==> config.mk <==
export PLATFORM = sky130hd
export DESIGN_NAME = operand_loader_flat
export DESIGN_NICKNAME = d
export VERILOG_FILES = /design/src/rtl/operand_loader_if.sv /design/src/rtl/operand_loader.sv /design/src/flat_wrapper.sv
export SDC_FILE = /design/constraint.sdc
export NUM_CORES = 1
export LEC_CHECK = 0
export BUFFER_PORTS_ARGS = -buffer_cell sky130_fd_sc_hd__buf_2
export CAP_MARGIN = 20
export CORE_UTILIZATION = 45
export CTS_CLUSTER_SIZE = 25
export DETAILED_ROUTE_END_ITERATION = 7
export PLACE_DENSITY = 0.65
export SETUP_SLACK_MARGIN = 0.2
export SLEW_MARGIN = 15
export SYNTH_ARGS = -nofsm -noshare
export SYNTH_HDL_FRONTEND = slang
export SYNTH_SLANG_ARGS = --single-unit
==> constraint.sdc <==
create_clock -name clk -period 2.05 [get_ports clk]
set_input_delay 0.3075 -clock clk [delete_from_list [all_inputs] [get_ports clk]]
set_output_delay 0.3075 -clock clk [all_outputs]
set_load 0.01 [all_outputs]
==> src/rtl/operand_loader_if.sv <==
// Operand loader bus: raw buttons, switch nibble, ack in; operands and status out.
interface operand_loader_if;
    logic       pb1;
    logic       pb2;
    logic       pb3;
    logic       pb4;
    logic [3:0] y;
    logic       ack;
    logic [6:0] a;
    logic [6:0] b;
    logic [3:0] loaded;
    logic       valid;
    logic       err;

    modport master (
        output pb1, pb2, pb3, pb4, y, ack,
        input  a, b, loaded, valid, err
    );

    modport slave (
        input  pb1, pb2, pb3, pb4, y, ack,
        output a, b, loaded, valid, err
    );
endinterface

==> src/rtl/operand_loader.sv <==
// Debounced button front-end loading two 7-bit operands from a switch nibble.
// Define ORDER_CHECK_EN to enforce ALO->AHI->BLO->BHI load order with sticky err.
module operand_loader #(
    parameter int DB_CYCLES = 16,
    parameter int CNT_W     = 5
) (
    input  logic             clk,
    input  logic             rst,
    operand_loader_if.slave  bus
);
    localparam logic [CNT_W-1:0] CNT_MAX = CNT_W'(DB_CYCLES - 1);

    logic [3:0]       pb_raw;
    logic [3:0]       pb_s1;
    logic [3:0]       pb_s2;
    logic [3:0]       y_s1;
    logic [3:0]       ys;
    logic [3:0]       db;
    logic [3:0]       db_d;
    logic [CNT_W-1:0] cnt [4];
    logic [3:0]       press;
    logic [3:0]       acc;
    logic [6:0]       a_q;
    logic [6:0]       b_q;
    logic [3:0]       loaded;
    logic             valid;
    logic             err;
    logic             accept;

    assign pb_raw = {bus.pb4, bus.pb3, bus.pb2, bus.pb1};

    always_ff @(posedge clk or posedge rst) begin
        if (rst) begin
            pb_s1 <= '0;
            pb_s2 <= '0;
            y_s1  <= '0;
            ys    <= '0;
        end else begin
            pb_s1 <= pb_raw;
            pb_s2 <= pb_s1;
            y_s1  <= bus.y;
            ys    <= y_s1;
        end
    end

    // State flips only after DB_CYCLES consecutive mismatching samples.
    always_ff @(posedge clk or posedge rst) begin
        if (rst) begin
            db   <= '0;
            db_d <= '0;
            for (int i = 0; i < 4; i++) cnt[i] <= '0;
        end else begin
            db_d <= db;
            for (int i = 0; i < 4; i++) begin
                if (pb_s2[i] == db[i]) begin
                    cnt[i] <= '0;
                end else if (cnt[i] == CNT_MAX) begin
                    db[i]  <= ~db[i];
                    cnt[i] <= '0;
                end else begin
                    cnt[i] <= cnt[i] + CNT_W'(1);
                end
            end
        end
    end

    assign press  = db & ~db_d;
    assign accept = valid & bus.ack;

    always_ff @(posedge clk or posedge rst) begin
        if (rst) begin
            a_q <= '0;
            b_q <= '0;
        end else begin
            if (acc[0]) a_q[3:0] <= ys;
            if (acc[1]) a_q[6:4] <= ys[2:0];
            if (acc[2]) b_q[3:0] <= ys;
            if (acc[3]) b_q[6:4] <= ys[2:0];
        end
    end

`ifdef ORDER_CHECK_EN
    typedef enum logic [2:0] {
        WAIT_ALO,
        WAIT_AHI,
        WAIT_BLO,
        WAIT_BHI,
        FULL
    } state_t;

    state_t     state;
    state_t     state_nx;
    logic [3:0] want;
    logic       bad;

    always_ff @(posedge clk or posedge rst) begin
        if (rst) state <= WAIT_ALO;
        else     state <= state_nx;
    end

    always_comb begin
        state_nx = state;
        unique case (state)
            WAIT_ALO: if (acc[0]) state_nx = WAIT_AHI;
            WAIT_AHI: if (acc[1]) state_nx = WAIT_BLO;
            WAIT_BLO: if (acc[2]) state_nx = WAIT_BHI;
            WAIT_BHI: if (acc[3]) state_nx = FULL;
            FULL:     if (bus.ack) state_nx = WAIT_ALO;
            default:  state_nx = WAIT_ALO;
        endcase
    end

    always_comb begin
        want   = 4'b0000;
        loaded = 4'b0000;
        valid  = 1'b0;
        unique case (state)
            WAIT_ALO: want = 4'b0001;
            WAIT_AHI: begin
                want   = 4'b0010;
                loaded = 4'b0001;
            end
            WAIT_BLO: begin
                want   = 4'b0100;
                loaded = 4'b0011;
            end
            WAIT_BHI: begin
                want   = 4'b1000;
                loaded = 4'b0111;
            end
            FULL: begin
                loaded = 4'b1111;
                valid  = 1'b1;
            end
            default: ;
        endcase
    end

    assign acc = press & want;
    assign bad = |(press & ~want);

    // Accepting the operands clears the violation history.
    always_ff @(posedge clk or posedge rst) begin
        if (rst)         err <= 1'b0;
        else if (accept) err <= 1'b0;
        else if (bad)    err <= 1'b1;
    end
`else
    assign acc = press;
    assign err = 1'b0;

    // A press coinciding with accept keeps its own flag set.
    always_ff @(posedge clk or posedge rst) begin
        if (rst) begin
            loaded <= '0;
            valid  <= 1'b0;
        end else if (accept) begin
            loaded <= acc;
            valid  <= 1'b0;
        end else begin
            loaded <= loaded | acc;
            valid  <= &loaded;
        end
    end
`endif

    assign bus.a      = a_q;
    assign bus.b      = b_q;
    assign bus.loaded = loaded;
    assign bus.valid  = valid;
    assign bus.err    = err;
endmodule

==> src/flat_wrapper.sv <==
// flat-port wrapper written by rule: the top's interface ports become plain ports
module operand_loader_flat 
#(
    parameter int DB_CYCLES = 16,
    parameter int CNT_W     = 5
)
  (clk, rst, bus_pb1, bus_pb2, bus_pb3, bus_pb4, bus_y, bus_ack, bus_a, bus_b, bus_loaded, bus_valid, bus_err);
  operand_loader_if bus_i ();
  input  logic clk;
  input  logic rst;
  input wire logic [$bits(bus_i.pb1)-1:0] bus_pb1;
  input wire logic [$bits(bus_i.pb2)-1:0] bus_pb2;
  input wire logic [$bits(bus_i.pb3)-1:0] bus_pb3;
  input wire logic [$bits(bus_i.pb4)-1:0] bus_pb4;
  input wire logic [$bits(bus_i.y)-1:0] bus_y;
  input wire logic [$bits(bus_i.ack)-1:0] bus_ack;
  output wire logic [$bits(bus_i.a)-1:0] bus_a;
  output wire logic [$bits(bus_i.b)-1:0] bus_b;
  output wire logic [$bits(bus_i.loaded)-1:0] bus_loaded;
  output wire logic [$bits(bus_i.valid)-1:0] bus_valid;
  output wire logic [$bits(bus_i.err)-1:0] bus_err;
  assign bus_i.pb1 = bus_pb1;
  assign bus_i.pb2 = bus_pb2;
  assign bus_i.pb3 = bus_pb3;
  assign bus_i.pb4 = bus_pb4;
  assign bus_i.y = bus_y;
  assign bus_i.ack = bus_ack;
  assign bus_a = bus_i.a;
  assign bus_b = bus_i.b;
  assign bus_loaded = bus_i.loaded;
  assign bus_valid = bus_i.valid;
  assign bus_err = bus_i.err;
  operand_loader #(.DB_CYCLES(DB_CYCLES), .CNT_W(CNT_W)) u_core (.clk(clk), .rst(rst), .bus(bus_i));
endmodule
== Yosys cells after proc, flatten, opt, wreduce, memory -nomap -nowiden ==
Index checks and enable logic that the tools add are counted.
W data, S select, Z words.

* $add $sub $neg: 4
* Equality and inequality tests: 8
* Muxes and demuxes: 10
* Bitwise operators: 12
* Reductions and logical operators: 5

{| class="wikitable"
|+ Operator list
! kind !! number
|-
| $mux W5 || 8
|-
| $add A5 B1 Y5 const B || 4
|-
| $eq A5 B4 Y1 const B || 4
|-
| $not A1 Y1 || 8
|-
| $reduce_and A2 Y1 || 4
|-
| $and A4 B4 Y4 || 1
|-
| $eq A1 B1 Y1 || 4
|-
| $mux W4 || 1
|-
| $not A4 Y4 || 1
|-
| $or A4 B4 Y4 || 1
|-
| $reduce_and A4 Y1 || 1
|-
| $and A1 B1 Y1 || 1
|-
| $mux W1 || 1
|}

* Flip-flop bits (word level): 63
* Input bits: 11
* Output and inout port bits: 20
* Logic and storage cells: 58

== Logic depth before layout (Yosys ltp) ==
Gate-level depths: netlist of the first run.

* Depth after elaboration: 4
* Gate-level depth with buffers: 4
* Depth with buffers taken out: 4

== Worst setup path before layout of the first run ==
Ideal clock, no wire load.

* Path type: flip-flop to flip-flop
* Start point: register u_core.cnt[15] (netlist name)
* End point: register u_core.db[0]
* Library setup time: 0.125 ns
* Arrival: 1.045 ns
* Required time: 1.925 ns
* Slack: 0.880 ns
* Stages on the path, launching flop included: 5
* Path buffers: 0
* Period minus slack after synthesis: 1.170 ns
* Path through: dfrtp_1 > ha_1 > nand3_1 > nor2_1 > mux2_2

* Word-level cells in the longest chain between the ends: 2

{| class="wikitable"
|+ Ends and longest elaborated chain
! what !! line !! text
|-
| from (decl) || operand_loader.sv:20 || <nowiki>logic [CNT_W-1:0] cnt [4];</nowiki>
|-
| from (signal, indexed assignment) || operand_loader.sv:61 || <nowiki>cnt[i] <= cnt[i] + CNT_W'(1);</nowiki>
|-
| $eq A5 B4 Y1 || operand_loader.sv:57 || <nowiki>end else if (cnt[i] == CNT_MAX) begin</nowiki>
|-
| $reduce_and A2 Y1 (no line) || -- ||
|-
| to (signal, indexed assignment) || operand_loader.sv:58 || <nowiki>db[i] <= ~db[i];</nowiki>
|-
| to (decl) || operand_loader.sv:18 || <nowiki>logic [3:0] db;</nowiki>
|}

No other way between the ends.
A chain may end at the register's enable or synchronous reset.

== Worst setup path after layout of the first run ==
* Start point: register u_core.cnt[5] (netlist name)
* End point: register u_core.db[2]

The elaborated chain is that of the path after synthesis.

==> flow_summary_export.csv, run 1 <==
group,metric,value,unit
setup_path,crit_path_start_kind,"flop",
cts,postCtsSetupBuffers,0,
floorplanning,die_area,5200,µm²
floorplanning,core,4720,µm²
sta,min_period,1290,ps
sta,rsz0062_at_grt,"no",
synth,ys_seq_elements,63,
sta,slew_headroom,62.3,%
synth,synth.avg_cell_area,14.3,µm²
setup_path,cp.buffers_inverters,0,
global_route,grtUsageTotal,15.9,%
routing,first_pass_iters,5,
sta,hold_viol,0,
sta,drv_slew,0,
setup_path,crit_arrival,1510,ps
setup_path,regToRegEndpoint,"u_core.db[2]$_DFFE_PP0P_",
worst_hold_path,hold_path_class,"input port to async pin",
sta,fin_crit_sh,63.0,%
synth,synth-compound-area-share,0.905,%
power,power.density,891,nW/µm²
cts,htreeDepth,3,
global_route,grt-ovfl-total,0,
setup_path,cp_cell_sequence,"ha_1 > nand3_1 > nor2_1 > mux2_2",
floorplanning,initial_core_util,46.8,%
cts,clk_transition_reported_paths,60,ps
synth,synth_xor_xnor_area_share,4.75,%
floorplanning,io_pins,31,
place,portBuffers,29,
cts,cts.sinks,63,
routing,drc,0,
routing,num_vias,1222,
global_route,grt_pass1_vias,1328,
floorplanning,core.rowCount,25,
synth,synth_area,2210,µm²
finish,drive_gt1_share,31.3,%
global_route,grt_pass1_wl,5840,µm
cts,clock-root-buffer,"clkbuf_8",
place,gp_congestion,0.690,
setup_path,critical_path.max_fanout,3,
setup_path,required,2270,ps
sta,clock.fmax,0.775,GHz
place,pre_cts_slack,784,ps
finish,layout_commonest_cell,"dfrtp_1",
power,pwr-share-comb,5.0,%
sta,fin_worst_skew,4.79,ps
global_route,grt_max_degree,39,
flow_run,maxCapViolations,0,
setup_path,cpLargestDelayFamily,"flip-flops",
finish,area_growth,18.5,%
cts,cts_resized,0,
power,p_int,1.83,mW
setup_path,critPathSlowestCell,"dfrtp_1",
cts,cts_hold_buffers,0,
power,p_sw_share,21.6,%
setup_path,path_class,"flop to flop",
setup_path,timing.rr.start,"u_core.cnt[5]$_DFF_PP0_",
synth,ys.warnings.count,0,
synth,synth_mux_area_share,9.16,%
sta,setup_violations,0,
finish,final_cell_mix,"dfrtp_1 (63), buf_2 (29), mux2_2 (18)",
synth,syn_nets,170,
finish,nets,210,
sta,fin_ws,759,ps
synth,yosys.area_share.simple,10.3,%
synth,synthDominantCellAreaShare,71.3,%
setup_path,worst_path_largest_cell_delay,370,ps
routing,drt-total-wl,3360,µm
synth,seq_area_frac_synth,71.3,%
routing,final_antenna_net_count,0,
cts,clk_path_buf_depth,2,
power,irDropWorstVdd,0.500,mV
synth,synth_top_family_by_area,"simple AND/OR/NAND/NOR gates",
synth,yosys.area_share.adder,2.26,%
sta,tns,0,ps
setup_path,end_kind,"flop",
cts,cts_buffers,9,
cts,cts_tree,"done",
synth,syn_inst,155,
synth,synth_area_leader_cell,"dfrtp_1",
finish,diodes,0,
routing,wl_per_cell,12.7,µm
setup_path,rrSetupSlack,760,ps
global_route,antenna_found_initial,0,
synth,ys_types,15,
setup_path,worstRegToRegCells,4,
floorplanning,die_h,72.1,µm
routing,via_per_inst,4.61,
finish,fin_util,55.5,%
routing,drt-initial-drc-count,48,
cts,insertion_delay,330,ps
power,p_switching,0.505,mW
power,p_clk_share,38.3,%
sta,tightest_slew,564,ps
power,p_leak,1.42,nW
outcome,status,"completed",
synth,synthTopCellsByArea,"dfrtp_1 (71%), mux2_2 (9.2%), xor2_1 (4.8%), nor2_1 (2.9%), ha_1 (2.3%)",
place,dpl.hpwl,2400,µm
power,seq_power_share,56.7,%
floorplanning,die_w,72.1,µm
-- how the worst max path moves through the flow --
stage	slack, ps	depth (start not counted)	to	startpoint
final	760	4	u_core.db[2]$_DFFE_PP0P_	u_core.cnt[5]$_DFF_PP0_
after CTS	750	4	u_core.db[2]$_DFFE_PP0P_	u_core.cnt[5]$_DFF_PP0_
after global routing	660	4	u_core.db[2]$_DFFE_PP0P_	u_core.cnt[5]$_DFF_PP0_
after floorplan	880	4	u_core.db[0]$_DFFE_PP0P_	u_core.cnt[15]$_DFF_PP0_
after detailed placement	780	4	u_core.db[2]$_DFFE_PP0P_	u_core.cnt[5]$_DFF_PP0_
after global placement	840	4	u_core.db[0]$_DFFE_PP0P_	u_core.cnt[15]$_DFF_PP0_
-- per-stage QoR --
stage	cell area [µm²]	std cells	power, mW	hold WS (ps)
CTS	2620	265	2.37	34.4
global placement	2460	251	1.46	332
finish	2620	265	2.34	24.7
detailed placement	2460	251	1.47	335
global route	2620	265	2.46	58.4
floorplan	2220	155	1.42	331
-- cell usage after synthesis --
master,number
and2_1,4
and3_1,4
buf_4,1
conb_1,1
dfrtp_1,63
ha_1,4
inv_1,5
mux2_2,18
nand2_1,8
nand2b_1,4
nand3_1,9
nor2_1,17
nor2b_4,1
o21ai_1,4
xor2_1,12
-- layout make-up --
cell class / instances / area [µm²]
Fill cell: 389 / 2100
Tap cell: 67 / 83.8
Multi-Input combinational cell: 86 / 609
Clock buffer: 13 / 159
Sequential cell: 63 / 1580
Clock inverter: 1 / 5.00
Inverter: 5 / 22.5
Timing Repair Buffer: 30 / 165
-- sequential cells by signal (all words and copies together), names as in the netlist --
signal and flops:
u_core.bus.valid 1, u_core.db 4, u_core.y_s1 4, u_core.bus.b 7, u_core.ys 4, u_core.bus.a 7
u_core.bus.loaded 4, u_core.cnt 20, u_core.pb_s1 4, u_core.pb_s2 4, u_core.db_d 4
-- power by group through the flow --
stage,registers [mW],logic [mW],clock network [mW]
finish,1.32,0.116,0.896
global route,1.33,0.137,0.988
CTS,1.33,0.121,0.927
detailed placement,1.35,0.120,0
global placement,1.34,0.114,0
floorplan,1.35,0.0706,0
-- kinds of logic (layout without fill, tap and decap cells) --
group	after synthesis	after routing
flops	63	63
simple gates	47	47
mux	18	18
xor+xnor	12	12
buf+inv	6	49
fa+ha+maj	4	4
compound gates	4	4
other cells	1	1
-- routing by layer --
metal  track usage [%]  vias to the layer above  part of all wire (%)
met2              24.1                       32                    46
li1                  -                      584                     -
met4              10.5                        0                   2.9
met5                 0                        -                     0
met1              19.3                      598                    46
met3              5.69                        8                   4.8
(Power assumes the default switching activity.)
==> inputs of run 2 (changes only) <==
- clock period: 2.05 -> 1.2 ns (I/O delays scaled with it)
==> flow_summary_export.csv, run 2 (synthesized netlist as in run 1, its figures left out) <==
group,metric,value,unit
outcome,status,"completed",
finish,fillCellCount,345,
floorplanning,core,4720,µm²
floorplanning,initial_core_util,46.8,%
floorplanning,die_h,72.1,µm
cts,clk_transition_reported_paths,60,ps
place,placed_area,2590,µm²
routing,num_vias,1424,
setup_path,required,1410,ps
cts,clock-root-buffer,"clkbuf_8",
setup_path,rrSetupSlack,20,ps
routing,final_antenna_net_count,0,
sta,hold_viol,0,
place,portBuffers,29,
worst_hold_path,min_from,"bus_ack",
sta,fin_crit_sh,98.7,%
setup_path,cp_cell_sequence,"ha_2 > nand3_4 > nor2_4 > mux2_4",
finish,largest_reg_flops,20,
setup_path,crit_arrival,1400,ps
setup_path,timing.rr.start,"u_core.cnt[1]$_DFF_PP0_",
setup_path,regToRegEndpoint,"u_core.db[3]$_DFFE_PP0P_",
setup_path,critPathSlowestCell,"dfrtp_1",
finish,final_cell_mix,"dfrtp_1 (60), buf_2 (28), buf_4 (22)",
global_route,grt_pass1_wl,6650,µm
sta,rsz0062_at_grt,"yes",
floorplanning,core.rowCount,25,
sta,fin_worst_skew,6.25,ps
worst_hold_path,hold_end,"u_core.bus.loaded[0]$_DFF_PP0_",
floorplanning,die_area,5200,µm²
cts,insertion_delay,330,ps
setup_path,cpLargestDelayFamily,"flip-flops",
power,p_clk_share,38.5,%
setup_path,cp.buffers_inverters,0,
power,seq_power_share,53.7,%
routing,drt-initial-drc-count,34,
finish,drive_gt1_share,51.1,%
setup_path,worstSetupPathDepth,4,
setup_path,worstRegToRegCells,4,
finish,fin_area,3250,µm²
power,p_switching,0.935,mW
finish,regMostFlops,"u_core.cnt",
routing,drc,0,
sta,clock.fmax,0.844,GHz
finish,multiInputGateArea,895,µm²
setup_path,crit_path_start_kind,"flop",
finish,layout_commonest_cell,"dfrtp_1",
power,p_sw_share,22.1,%
power,p_int,3.30,mW
routing,first_pass_iters,4,
global_route,grt-ovfl-total,0,
cts,cts.sinks,63,
routing,via_per_inst,4.72,
routing,drt-total-wl,4020,µm
worst_hold_path,hold_path_class,"input port to flop",
global_route,grtUsageTotal,17.7,%
place,gp_congestion,0.778,
finish,stdcell_count,302,
power,p_leak,1.64,nW
sta,setup_violations,0,
finish,area.sequential,1580,µm²
power,irDropWorstVdd,0.806,mV
cts,cts_buffers,9,
cts,cts_tree,"done",
place,dpl.hpwl,2590,µm
worst_hold_path,worstHoldPathCells,4,
global_route,grt_pass1_vias,1467,
global_route,grt_max_degree,20,
place,placed_cells,257,
finish,diodes,0,
power,power.density,1300,nW/µm²
setup_path,end_kind,"flop",
cts,clk_path_buf_depth,2,
setup_path,worst_path_largest_cell_delay,350,ps
global_route,grt_util_met3,5.42,%
sta,drv_slew,0,
global_route,antenna_found_initial,0,
setup_path,path_class,"flop to flop",
global_route,gr-usage-met1,22.0,%
finish,nets,246,
routing,wl_per_cell,13.3,µm
cts,htreeDepth,3,
power,pwr-share-comb,7.8,%
sta,min_period,1180,ps
floorplanning,die_w,72.1,µm
flow_run,maxCapViolations,0,
setup_path,critical_path.max_fanout,2,
global_route,grt_use_met2,27.1,%
finish,area_growth,46.9,%
global_route,top_usage_layer,"met2",
floorplanning,io_pins,31,
run 2: final cells by class:
cell class                 instances  share of cell area (%)
timing repair buffer              66                    15.1
inverter                           5                   0.693
clock buffer                      15                    5.43
tap                               67                    2.58
sequential                        63                    48.6
multi-input combinational         86                    27.5
run 2: tightest hold or removal path: stages:
cell,delay (ps)
buf_2,70
nand2_1,90
nand2_1,80
nand2_1,50
run 2: how the worst max path moves through the flow:
| stage | to | from |
|---|---|---|
| 2_1_floorplan | u_core.db[0]$_DFFE_PP0P_ | u_core.cnt[15]$_DFF_PP0_ |
| 3_3_place_gp | u_core.db[3]$_DFFE_PP0P_ | u_core.cnt[0]$_DFF_PP0_ |
| 3_5_place_dp | u_core.db[1]$_DFFE_PP0P_ | u_core.cnt[11]$_DFF_PP0_ |
| 4_1_cts | u_core.db[1]$_DFFE_PP0P_ | u_core.cnt[10]$_DFF_PP0_ |
| 5_1_grt | u_core.db[3]$_DFFE_PP0P_ | u_core.cnt[1]$_DFF_PP0_ |
| 6_report | u_core.db[3]$_DFFE_PP0P_ | u_core.cnt[1]$_DFF_PP0_ |
run 2: repair_timing:
| action | 4_1_cts | 5_1_grt |
|---|---|---|
| hold buffers | 9 | 0 |
| pin swaps | 11 | 9 |
| endpoints found under the setup margin | 48 | 53 |
| resized for setup | 22 | 25 |
| endpoints found under the hold margin | 19 | 0 |
| buffers inserted | 15 | 6 |
run 2: stage by stage:
stage	utilization (%)	worst slack (ps)	TNS [ps]	hold slack [ps]	total power, mW
final	68.8	15.2	0	178	4.23
after detailed placement	54.9	-14.0	-20.1	174	2.54
after CTS	64.9	17.5	0	171	4.24
after floorplan	-	37.5	0	211	2.43
after global routing	68.8	-37.1	-160	178	4.44
after global placement	54.9	24.2	0	171	2.52
run 2: layer usage:
metal  share of wire, %  wire length (µm)
met4                2.3                92
met2                 52              2090
met5                  0                 0
met3                3.2               127
met1                 42              1710
run 2: power groups by stage:
stage / logic [mW] / clock network [mW] / registers (mW)
after floorplan: 0.125 / 0 / 2.30
after global placement: 0.222 / 0 / 2.30
after detailed placement: 0.235 / 0 / 2.30
after CTS: 0.301 / 1.67 / 2.26
after global routing: 0.374 / 1.78 / 2.28
final: 0.330 / 1.63 / 2.27
==> inputs of run 3 (changes only) <==
- ABC_AREA: default -> 1
- PLACE_DENSITY: 0.65 -> default
==> flow_summary_export.csv, run 3 <==
group,metric,value,unit
finish,nets,309,
cts,clk_path_buf_depth,2,
synth,syn_nets,244,
routing,top_layer,"met4",
flow_run,maxCapViolations,0,
cts,htreeDepth,3,
floorplanning,die_area,5510,µm²
synth,ys_types,16,
sta,setup_violations,0,
global_route,antenna_found_initial,0,
floorplanning,core,4880,µm²
routing,drt-met1-wl,1920,µm
sta,drv_slew,0,
synth,synth_ff_type,"dfrtp_1",
place,dpl.hpwl,2590,µm
place,portBuffers,29,
setup_path,critPathSlowestCell,"dfrtp_1",
floorplanning,io_pins,31,
cts,insertion_delay,330,ps
worst_hold_path,hold_path_class,"input port to flop",
cts,clock-root-buffer,"clkbuf_8",
finish,fin_area,3100,µm²
synth,synthDominantCellAreaShare,67.2,%
global_route,grt_pass1_wl,6690,µm
setup_path,cp.buffers_inverters,1,
synth,ys_top_cells_by_count,"dfrtp_1 (63), nand2_1 (63), inv_1 (29), nor2_1 (25), o21ai_1 (11)",
finish,multiInputGateArea,722,µm²
synth,async_reset_ff_share,100,%
power,p_leak,1.59,nW
setup_path,end_kind,"output pin",
global_route,grt_max_degree,21,
sta,tns,0,ps
place,gp_congestion,0.703,
finish,largest_reg_flops,20,
global_route,grtUsageTotal,16.9,%
global_route,grt-ovfl-total,0,
synth,ys_seq_elements,63,
routing,drc,0,
power,seq_power_share,51.5,%
outcome,status,"completed",
floorplanning,initial_core_util,48.1,%
finish,layout_commonest_cell,"dfrtp_1",
power,p_int,3.39,mW
routing,num_vias,1623,
floorplanning,die_h,74.2,µm
sta,min_period,1080,ps
routing,wl_met2,1870,µm
setup_path,path_class,"flop to output pin",
finish,area.sequential,1580,µm²
finish,drive_gt1_share,31.4,%
routing,first_pass_iters,4,
synth,synth-edff-count,0,
routing,final_antenna_net_count,0,
synth,synthTopCellsByArea,"dfrtp_1 (67%), nand2_1 (10%), inv_1 (4.6%), nor2_1 (4.0%), o21ai_1 (2.3%)",
power,p_clk_share,40.7,%
power,pwr-share-comb,7.8,%
power,power.density,1420,nW/µm²
setup_path,required,1020,ps
power,irDropWorstVdd,1.03,mV
routing,drt-total-wl,4020,µm
sta,hold_viol,0,
cts,cts.sinks,63,
setup_path,cp_cell_sequence,"buf_2",
cts,clk_transition_reported_paths,70,ps
routing,drt-initial-drc-count,74,
sta,fin_crit_sh,90.2,%
floorplanning,die_w,74.2,µm
synth,seq_area_frac_synth,67.2,%
synth,ys.warnings.count,0,
sta,fin_worst_skew,8.42,ps
sta,clock.fmax,0.924,GHz
setup_path,crit_arrival,900,ps
finish,final_cell_mix,"dfrtp_1 (63), nand2_1 (55), buf_2 (28)",
cts,cts_tree,"done",
synth,synth_area,2350,µm²
synth,synth.avg_cell_area,10.2,µm²
finish,area_growth,32.2,%
power,p_switching,1.02,mW
routing,wl_per_cell,11.0,µm
routing,wl_met3,165,µm
finish,regMostFlops,"u_core.cnt",
place,placed_area,2590,µm²
setup_path,critical_path.max_fanout,2,
cts,cts_buffers,9,
synth,syn_inst,229,
global_route,grt_pass1_vias,1570,
synth,synth_area_leader_cell,"dfrtp_1",
sta,rsz0062_at_grt,"yes",
finish,diodes,0,
setup_path,crit_path_start_kind,"flop",
finish,fillCellCount,425,
setup_path,cpLargestDelayFamily,"flip-flops",
floorplanning,core.rowCount,25,
power,p_sw_share,23.2,%
setup_path,worst_path_largest_cell_delay,420,ps
routing,via_per_inst,4.43,
-- run 3: worst paths after layout --
kind | startpoint | endpoint | slack, ps | cells after the start
min in group asynchronous | rst | u_core.cnt[2]$_DFF_PP0_ | 360 | 3
worst min register to register | u_core.y_s1[2]$_DFF_PP0_ | u_core.ys[2]$_DFF_PP0_ | 350 | 0
worst max register to register | u_core.cnt[6]$_DFF_PP0_ | u_core.cnt[8]$_DFF_PP0_ | 230 | 4
worst max-delay path | u_core.bus.b[4]$_DFFE_PP0P_ | bus_b[4] | 120 | 1
max in group asynchronous | rst | u_core.ys[2]$_DFF_PP0_ | 400 | 4
worst min-delay path | bus_ack | u_core.bus.loaded[1]$_DFF_PP0_ | 180 | 4
-- run 3: metrics by stage --
step / instances / power, mW / worst slack [ps] / utilization [%] / hold WS (ps)
final: 366 / 4.41 / 117 / 63.6 / 176
after global routing: 366 / 4.62 / 94.4 / 63.6 / 194
after CTS: 360 / 4.44 / 114 / 61.3 / 152
after detailed placement: 324 / 2.55 / 48.7 / 53.2 / 167
after global placement: 324 / 2.55 / 107 / 53.2 / 164
after floorplan: 229 / 2.45 / 238 / - / 211
-- run 3: power by group through the flow --
stage	clock network (mW)	logic [mW]	registers, mW
after global placement	0	0.239	2.31
after global routing	1.94	0.397	2.28
after detailed placement	0	0.242	2.31
after CTS	1.86	0.321	2.26
final	1.79	0.346	2.27
after floorplan	0	0.138	2.31
-- run 3: layout make-up --
cell class / instances / area share [%]
sequential: 63 / 50.8
multi-input combinational: 134 / 23.3
timing repair buffer: 57 / 13.2
clock buffer: 10 / 4.44
inverter: 29 / 3.63
tap: 67 / 2.70
clock inverter: 6 / 1.94
-- run 3: logic make-up (layout without fill, tap and decap cells) --
kind of cell / after synthesis / after routing / share of synthesized area [%]
xor gates and xnor gates: 4 / 4 / 1.49
other: 1 / 1 / 0.160
DFF: 63 / 63 / 67.2
and+or+nand+nor: 109 / 111 / 19.2
AOI/OAI and AO/OA: 14 / 14 / 3.47
buffers and inverters: 34 / 102 / 6.35
adders and majority gates: 4 / 4 / 2.13
-- run 3: worst register-to-register path, delay by kind of cell, from the launching register on --
kind | cells | cell delay, ps
simple gates | 3 | 290
fa+ha+maj | 1 | 170
flops | 1 | 420
-- run 3: layer usage --
metal  GRT usage, %  vias up
li1               -      841
met3           5.28        8
met4           8.97        0
met1           22.4      743
met5              0        -
met2           24.9       31
-- run 3: timing repair --
item,4_1_cts,5_1_grt
hold buffers,9,0
pin swaps,4,13
setup buffers,11,4
endpoints found under the setup margin,54,46
gates resized for setup,14,20
gates cloned,0,2
endpoints found under the hold margin,17,0
